**config.mk**
```make
export PLATFORM = sky130hd
export DESIGN_NAME = seq_alu_flat
export DESIGN_NICKNAME = d
export VERILOG_FILES = /design/src/rtl/seq_alu_if.sv /design/src/rtl/seq_alu.sv /design/src/flat_wrapper.sv
export SDC_FILE = /design/constraint.sdc
export NUM_CORES = 1
export LEC_CHECK = 0
export CORE_MARGIN = 2
export CORE_UTILIZATION = 35
export CTS_CLUSTER_DIAMETER = 120
export DETAILED_ROUTE_END_ITERATION = 7
export SYNTH_ARGS = -nofsm -noshare
export SYNTH_HDL_FRONTEND = slang
export SYNTH_SLANG_ARGS = --single-unit
```
**constraint.sdc**
```tcl
create_clock -name clk -period 4.7 [get_ports clk]
set_input_delay 0.47 -clock clk [delete_from_list [all_inputs] [get_ports clk]]
set_output_delay 0.47 -clock clk [all_outputs]
set_load 0.03 [all_outputs]
```
**src/rtl/seq_alu_if.sv**
```systemverilog
// Operand/opcode request and result bundle for the sequential ALU.
// Request side: start, A, B and ALU_operation. Response side: results with busy/done.
interface seq_alu_if #(
  parameter int WIDTH = 32
);
  logic             start;
  logic [WIDTH-1:0] A;
  logic [WIDTH-1:0] B;
  logic [3:0]       ALU_operation;
  logic [WIDTH-1:0] res;
  logic [WIDTH-1:0] res_hi;
  logic             zero;
  logic             overflow;
  logic             div0;
  logic             busy;
  logic             done;

  modport master (
    output start, A, B, ALU_operation,
    input  res, res_hi, zero, overflow, div0, busy, done
  );

  modport slave (
    input  start, A, B, ALU_operation,
    output res, res_hi, zero, overflow, div0, busy, done
  );
endinterface

```
**src/rtl/seq_alu.sv**
```systemverilog
// Multi-cycle ALU: basic ops finish in 1 cycle, MULTU/DIVU iterate for WIDTH cycles.
// Starts are accepted only while busy is low; results hold until the next accepted start.
module seq_alu #(
  parameter int WIDTH = 32
) (
  input  logic    clk,
  input  logic    rst,
  seq_alu_if.slave alu
);
  localparam int SHW = $clog2(WIDTH);
  localparam logic [SHW-1:0] LAST = SHW'(WIDTH - 1);
  localparam logic [3:0] OP_MULTU = 4'd8;
  localparam logic [3:0] OP_DIVU  = 4'd9;

  typedef enum logic [1:0] {IDLE, MUL, DIV} state_t;

  state_t           state, state_nxt;
  logic [SHW-1:0]   cnt;
  // MUL: hi=accumulator, lo=multiplier, opnd=multiplicand.
  // DIV: hi=partial remainder, lo=dividend shifting into quotient, opnd=divisor.
  logic [WIDTH-1:0] opnd_q, hi_q, lo_q;
  logic [WIDTH-1:0] res_q, res_hi_q;
  logic             zero_q, ovf_q, div0_q, done_q;
  logic             accept;

  logic [WIDTH-1:0] add_res, sub_res, basic_res;
  logic             basic_ovf;
  logic [WIDTH:0]   mul_sum;
  logic [WIDTH:0]   div_sh;
  logic             div_ge;
  logic [WIDTH-1:0] div_diff;
  logic [WIDTH-1:0] hi_nxt, lo_nxt;

  assign accept = alu.start && (state == IDLE);

  always_comb begin
    add_res   = alu.A + alu.B;
    sub_res   = alu.A - alu.B;
    basic_res = '0;
    basic_ovf = 1'b0;
    case (alu.ALU_operation)
      4'd0: basic_res = alu.A & alu.B;
      4'd1: basic_res = alu.A | alu.B;
      4'd2: begin
        basic_res = add_res;
        basic_ovf = (alu.A[WIDTH-1] == alu.B[WIDTH-1]) && (add_res[WIDTH-1] != alu.A[WIDTH-1]);
      end
      4'd3: basic_res = alu.A ^ alu.B;
      4'd4: basic_res = ~(alu.A | alu.B);
      4'd5: basic_res = alu.A >> alu.B[SHW-1:0];
      4'd6: begin
        basic_res = sub_res;
        basic_ovf = (alu.A[WIDTH-1] != alu.B[WIDTH-1]) && (sub_res[WIDTH-1] != alu.A[WIDTH-1]);
      end
      4'd7: basic_res = {{(WIDTH-1){1'b0}}, ($signed(alu.A) < $signed(alu.B))};
      default: basic_res = '0;
    endcase
  end

  // One iteration step; the carry out of the shift-add lands in the top of the accumulator.
  always_comb begin
    mul_sum  = {1'b0, hi_q} + (lo_q[0] ? {1'b0, opnd_q} : {(WIDTH+1){1'b0}});
    div_sh   = {hi_q, lo_q[WIDTH-1]};
    div_ge   = div_sh >= {1'b0, opnd_q};
    div_diff = div_sh[WIDTH-1:0] - opnd_q;
    if (state == DIV) begin
      hi_nxt = div_ge ? div_diff : div_sh[WIDTH-1:0];
      lo_nxt = {lo_q[WIDTH-2:0], div_ge};
    end else begin
      hi_nxt = mul_sum[WIDTH:1];
      lo_nxt = {mul_sum[0], lo_q[WIDTH-1:1]};
    end
  end

  always_comb begin
    state_nxt = state;
    case (state)
      IDLE: begin
        if (accept && alu.ALU_operation == OP_MULTU) state_nxt = MUL;
        else if (accept && alu.ALU_operation == OP_DIVU) state_nxt = DIV;
      end
      MUL, DIV: if (cnt == LAST) state_nxt = IDLE;
      default: state_nxt = IDLE;
    endcase
  end

  always_ff @(posedge clk) begin
    if (rst) state <= IDLE;
    else     state <= state_nxt;
  end

  always_ff @(posedge clk) begin
    if (rst) begin
      cnt      <= '0;
      opnd_q   <= '0;
      hi_q     <= '0;
      lo_q     <= '0;
      res_q    <= '0;
      res_hi_q <= '0;
      zero_q   <= 1'b0;
      ovf_q    <= 1'b0;
      div0_q   <= 1'b0;
      done_q   <= 1'b0;
    end else begin
      done_q <= 1'b0;
      case (state)
        IDLE: begin
          if (accept) begin
            if (alu.ALU_operation == OP_MULTU || alu.ALU_operation == OP_DIVU) begin
              opnd_q <= alu.B;
              lo_q   <= alu.A;
              hi_q   <= '0;
              cnt    <= '0;
            end else begin
              res_q    <= basic_res;
              res_hi_q <= '0;
              zero_q   <= (basic_res == '0);
              ovf_q    <= basic_ovf;
              div0_q   <= 1'b0;
              done_q   <= 1'b1;
            end
          end
        end
        MUL, DIV: begin
          hi_q <= hi_nxt;
          lo_q <= lo_nxt;
          cnt  <= cnt + SHW'(1);
          if (cnt == LAST) begin
            res_q    <= lo_nxt;
            res_hi_q <= hi_nxt;
            zero_q   <= (lo_nxt == '0);
            ovf_q    <= (state == MUL) && (hi_nxt != '0);
            div0_q   <= (state == DIV) && (opnd_q == '0);
            done_q   <= 1'b1;
          end
        end
        default: ;
      endcase
    end
  end

  assign alu.res      = res_q;
  assign alu.res_hi   = res_hi_q;
  assign alu.zero     = zero_q;
  assign alu.overflow = ovf_q;
  assign alu.div0     = div0_q;
  assign alu.busy     = (state != IDLE);
  assign alu.done     = done_q;
endmodule

```
**src/flat_wrapper.sv**
```systemverilog
// flat-port wrapper written by rule: the top's interface ports become plain ports
module seq_alu_flat 
#(
  parameter int WIDTH = 32
)
  (clk, rst, alu_start, alu_A, alu_B, alu_ALU_operation, alu_res, alu_res_hi, alu_zero, alu_overflow, alu_div0, alu_busy, alu_done);
  seq_alu_if #(.WIDTH(WIDTH)) alu_i ();
  input  logic clk;
  input  logic rst;
  input wire logic [$bits(alu_i.start)-1:0] alu_start;
  input wire logic [$bits(alu_i.A)-1:0] alu_A;
  input wire logic [$bits(alu_i.B)-1:0] alu_B;
  input wire logic [$bits(alu_i.ALU_operation)-1:0] alu_ALU_operation;
  output wire logic [$bits(alu_i.res)-1:0] alu_res;
  output wire logic [$bits(alu_i.res_hi)-1:0] alu_res_hi;
  output wire logic [$bits(alu_i.zero)-1:0] alu_zero;
  output wire logic [$bits(alu_i.overflow)-1:0] alu_overflow;
  output wire logic [$bits(alu_i.div0)-1:0] alu_div0;
  output wire logic [$bits(alu_i.busy)-1:0] alu_busy;
  output wire logic [$bits(alu_i.done)-1:0] alu_done;
  assign alu_i.start = alu_start;
  assign alu_i.A = alu_A;
  assign alu_i.B = alu_B;
  assign alu_i.ALU_operation = alu_ALU_operation;
  assign alu_res = alu_i.res;
  assign alu_res_hi = alu_i.res_hi;
  assign alu_zero = alu_i.zero;
  assign alu_overflow = alu_i.overflow;
  assign alu_div0 = alu_i.div0;
  assign alu_busy = alu_i.busy;
  assign alu_done = alu_i.done;
  seq_alu #(.WIDTH(WIDTH)) u_core (.clk(clk), .rst(rst), .alu(alu_i));
endmodule
```
==> results.py <==
metrics = {
    "die": {
        "die_h_microns": 239,
        "ioPinCount": 140,
        "rows": 86,
        "die_w_microns": 239,
        "start_util_pct": 35.2,
        "core-area_sq_um": 54800,
        "die-area_sq_um": 57000,
    },
    "hold_path": {
        "hold_start": "u_core.alu.res[12]",
        "min_to": "u_core.alu.res[12]",
        "hold_class": "reg2reg",
        "holdPathStages": 2,
    },
    "timing": {
        "slew_headroom_pct": 29.1,
        "skew_ns": 0.0123,
        "hold_viol_final": 0,
        "finalWorstSetupSlack_ns": 0.170,
        "drv_slew": 0,
        "finalCriticalPeriod_ns": 4.53,
        "rsz0062_at_grt": "yes",
        "finalSetupViolations": 0,
        "fmax_mhz": 221,
        "fin_crit_sh_pct": 96.4,
        "tightest_slew_ns": 1.06,
    },
    "placed_design": {
        "gp_congestion": 0.984,
        "placed_cell_area_sq_um": 23500,
        "detailed_place_hpwl_microns": 74300,
        "io_buffers": 139,
        "dp_slack_ns": -0.570,
    },
    "yosys": {
        "synth_most_common_cell": "nand2_1",
        "synthTopCellsByCount": "418 x nand2_1, 326 x a21oi_1, 208 x nor2_1, 171 x dfxtp_1, 169 x ha_1",
        "synth-edff-count": 0,
        "netlist_area_sq_um": 19300,
        "synth_flop_cell": "dfxtp_1",
        "yosys.area.top_type_share_pct": 17.7,
        "seq_area_frac_synth_pct": 17.7,
        "synthTopCellsByArea": "dfxtp_1 18%, ha_1 11%, a21oi_1 8.5%, nand2_1 8.1%, nor2_1 4.0%",
        "yosysTopAreaCell": "dfxtp_1",
        "netlist_instances": 2715,
        "synth_area_per_cell_sq_um": 7.10,
        "ys_types": 94,
        "synthesis.nets": 2959,
        "ys_async_sr_fraction_pct": 0,
        "synth_seq_cells": 171,
        "yosys_warnings": 0,
    },
    "global_route": {
        "grt_max_degree": 103,
        "first_global_vias": 21890,
        "grt_use_total_pct": 31.6,
        "grt_pass1_wl_microns": 137000,
        "antenna_found_initial": 1,
        "grt-ovfl-total": 0,
    },
    "cts": {
        "holdBufCountCts": 0,
        "tritoncts": "built",
        "clkSinkCount": 171,
        "clock_latency_ns": 0.45,
        "cts_buffer_depth": 2,
        "cts_setup_buffers": 0,
        "htreeDepth": 4,
        "root_buffer": "clkbuf_16",
        "path_clk_slew_ns": 0.07,
        "cts_buffers": 17,
    },
    "critical_path": {
        "timing.reg2reg.setup_slack_ns": 0.17,
        "endpoint_kind": "flip-flop",
        "r2r_end": "u_core.alu.overflow",
        "r2r-start": "u_core.lo_q[0]",
        "path_max_fanout": 3,
        "required_ns": 5.04,
        "reg2reg_depth": 19,
        "cp.arrival_ns": 4.87,
        "critPathLaunchType": "flip-flop",
        "critPathKind": "reg2reg",
    },
    "power_and_ir_drop": {
        "ir_drop_uv": 285,
        "p_total_w": 0.00618,
        "power_density_nw_per_um2": 256,
        "leakage_nw": 9.88,
    },
    "status": {
        "outcome": "completed",
    },
    "routing": {
        "drtPass1Iterations": 5,
        "wl_microns": 92000,
        "via_per_inst": 6.02,
        "ant_nets": 0,
        "routed-via-count": 22477,
        "drt-initial-drc-count": 2207,
        "remaining_drc_errors": 0,
        "wl_per_cell_microns": 24.6,
    },
    "final_layout": {
        "layout-drive-gt1-share_pct": 15.7,
        "finish.utilization_pct": 44.0,
        "final_area_sq_um": 24100,
        "n_fill_cell": 5632,
        "area_delta_synth_final_pct": 25.0,
        "nNetsFinal": 3262,
    },
    "job": {
        "drv_cap": 0,
    },
}
## metrics by stage
stage | TNS, ns | hold WS, ns | instances
2_1_floorplan | 0 | 0.436 | 2715
3_3_place_gp | -0.881 | 0.443 | 3703
3_5_place_dp | -1.59 | 0.444 | 3703
4_1_cts | 0 | 0.455 | 3735
5_1_grt | -0.0165 | 0.474 | 3735
6_report | 0 | 0.450 | 3736
## placed cells by master, fill, tap and decap left out, types with 15 or more instances in the layout
cell type / netlist / final
nand2_1: 418 / 418
a21oi_1: 326 / 325
buf_4: 2 / 320
nor2_1: 208 / 206
dfxtp_1: 171 / 171
ha_1: 169 / 167
inv_1: 144 / 144
clkdlybuf4s50_1: 0 / 135
o21ai_0: 113 / 113
o211ai_1: 92 / 92
nand3_1: 69 / 69
mux2i_1: 64 / 64
nor3_1: 59 / 57
and2_1: 48 / 48
a21o_1: 43 / 43
xnor2_1: 38 / 38
mux4_2: 34 / 34
nand4_1: 30 / 30
nor4_1: 31 / 28
xor2_1: 26 / 26
a31oi_1: 25 / 25
nor2b_1: 24 / 23
o21bai_1: 21 / 21
or2_2: 19 / 19
a211oi_1: 19 / 18
o21a_1: 18 / 18
a221oi_1: 18 / 18
clkbuf_16: 0 / 17
nand2b_1: 16 / 16
o31ai_1: 17 / 16
and3_1: 15 / 15
a221o_1: 15 / 15
## worst max-delay path, cell delays in order (launching register included)
cell and delay, ns:
dfxtp_1 0.36, and2_1 0.14, ha_1 0.21, inv_1 0.07
fa_1 0.45, nor2b_2 0.18, o2111ai_2 0.19, a211o_1 0.37
and2_1 0.24, o41ai_2 0.30, buf_4 0.18, xor2_1 0.09
or3_1 0.40, a22o_1 0.25, nor4_2 0.19, buf_4 0.16
nand4_1 0.09, buf_4 0.19, o31ai_2 0.28, nand2_1 0.07
## cells by family (layout without fill, tap and decap cells)
family | Yosys count | after routing | share of synthesized area [%]
adder cells (fa/ha/maj) | 173 | 173 | 11.4
flip-flops | 171 | 171 | 17.7
buffers and inverters | 332 | 648 | 6.61
AND/OR/NAND/NOR | 989 | 989 | 23.7
XOR/XNOR | 64 | 64 | 2.91
AO/OA/AOI/OAI | 875 | 875 | 29.6
other | 0 | 1 | 0
multiplexers | 111 | 111 | 8.05
## flip-flops by register name, summed over array words and instances (netlist names), 2 cells and up
| signal | flops |
|---|---|
| u_core.alu.res | 32 |
| u_core.alu.res_hi | 32 |
| u_core.opnd_q | 32 |
| u_core.cnt | 5 |
| u_core.hi_q | 32 |
| u_core.state | 2 |
| u_core.lo_q | 32 |
## where the power goes
| group | switching (W) | internal (W) | total, W |
|---|---|---|---|
| logic | 0.00194 | 0.00115 | 0.00309 |
| clock network | 0.000673 | 0.000777 | 0.00145 |
| registers | 0.0000885 | 0.00155 | 0.00164 |
## layout make-up
class,instances,area [sq um],share of cell area (%)
clock buffers,20,457,1.89
well taps,704,881,3.65
clock inverters,12,129,0.534
inverters,151,568,2.36
multi-input cells,2212,14700,61.2
flip-flops and latches,171,3420,14.2
repair buffers,465,3910,16.2
diodes,1,2.50,0.0104
## worst max-delay path by stage
| stage | from | to | slack (ns) | cells past startpoint |
|---|---|---|---|---|
| finish | u_core.lo_q[0] | u_core.alu.overflow | 0.17 | 19 |
| CTS | alu_A[1] | u_core.alu.zero | 0.04 | 16 |
| detailed placement | alu_A[0] | u_core.alu.zero | -0.57 | 17 |
| floorplan | alu_B[3] | u_core.alu.zero | 0.03 | 18 |
| global placement | alu_A[0] | u_core.alu.zero | -0.42 | 17 |
| global route | alu_B[10] | u_core.alu.zero | -0.01 | 16 |
## per-layer routing
| metal | routed length (microns) | part of all wire [%] | global-route usage (%) | up-vias |
|---|---|---|---|---|
| met1 | 38800 | 42 | 40.9 | 10813 |
| met3 | 5620 | 6.1 | 3.26 | 218 |
| met5 | 0 | 0 | 0 | - |
| met2 | 42700 | 46 | 52.5 | 954 |
| met4 | 4900 | 5.3 | 15.6 | 0 |
| li1 | - | - | - | 10492 |
## timing repair
item,CTS,global route
gates resized for setup,4,12
endpoints found under the setup margin,2,3
gates cloned,0,0
pin swaps,0,3
Power figures use the tool's default switching activity.
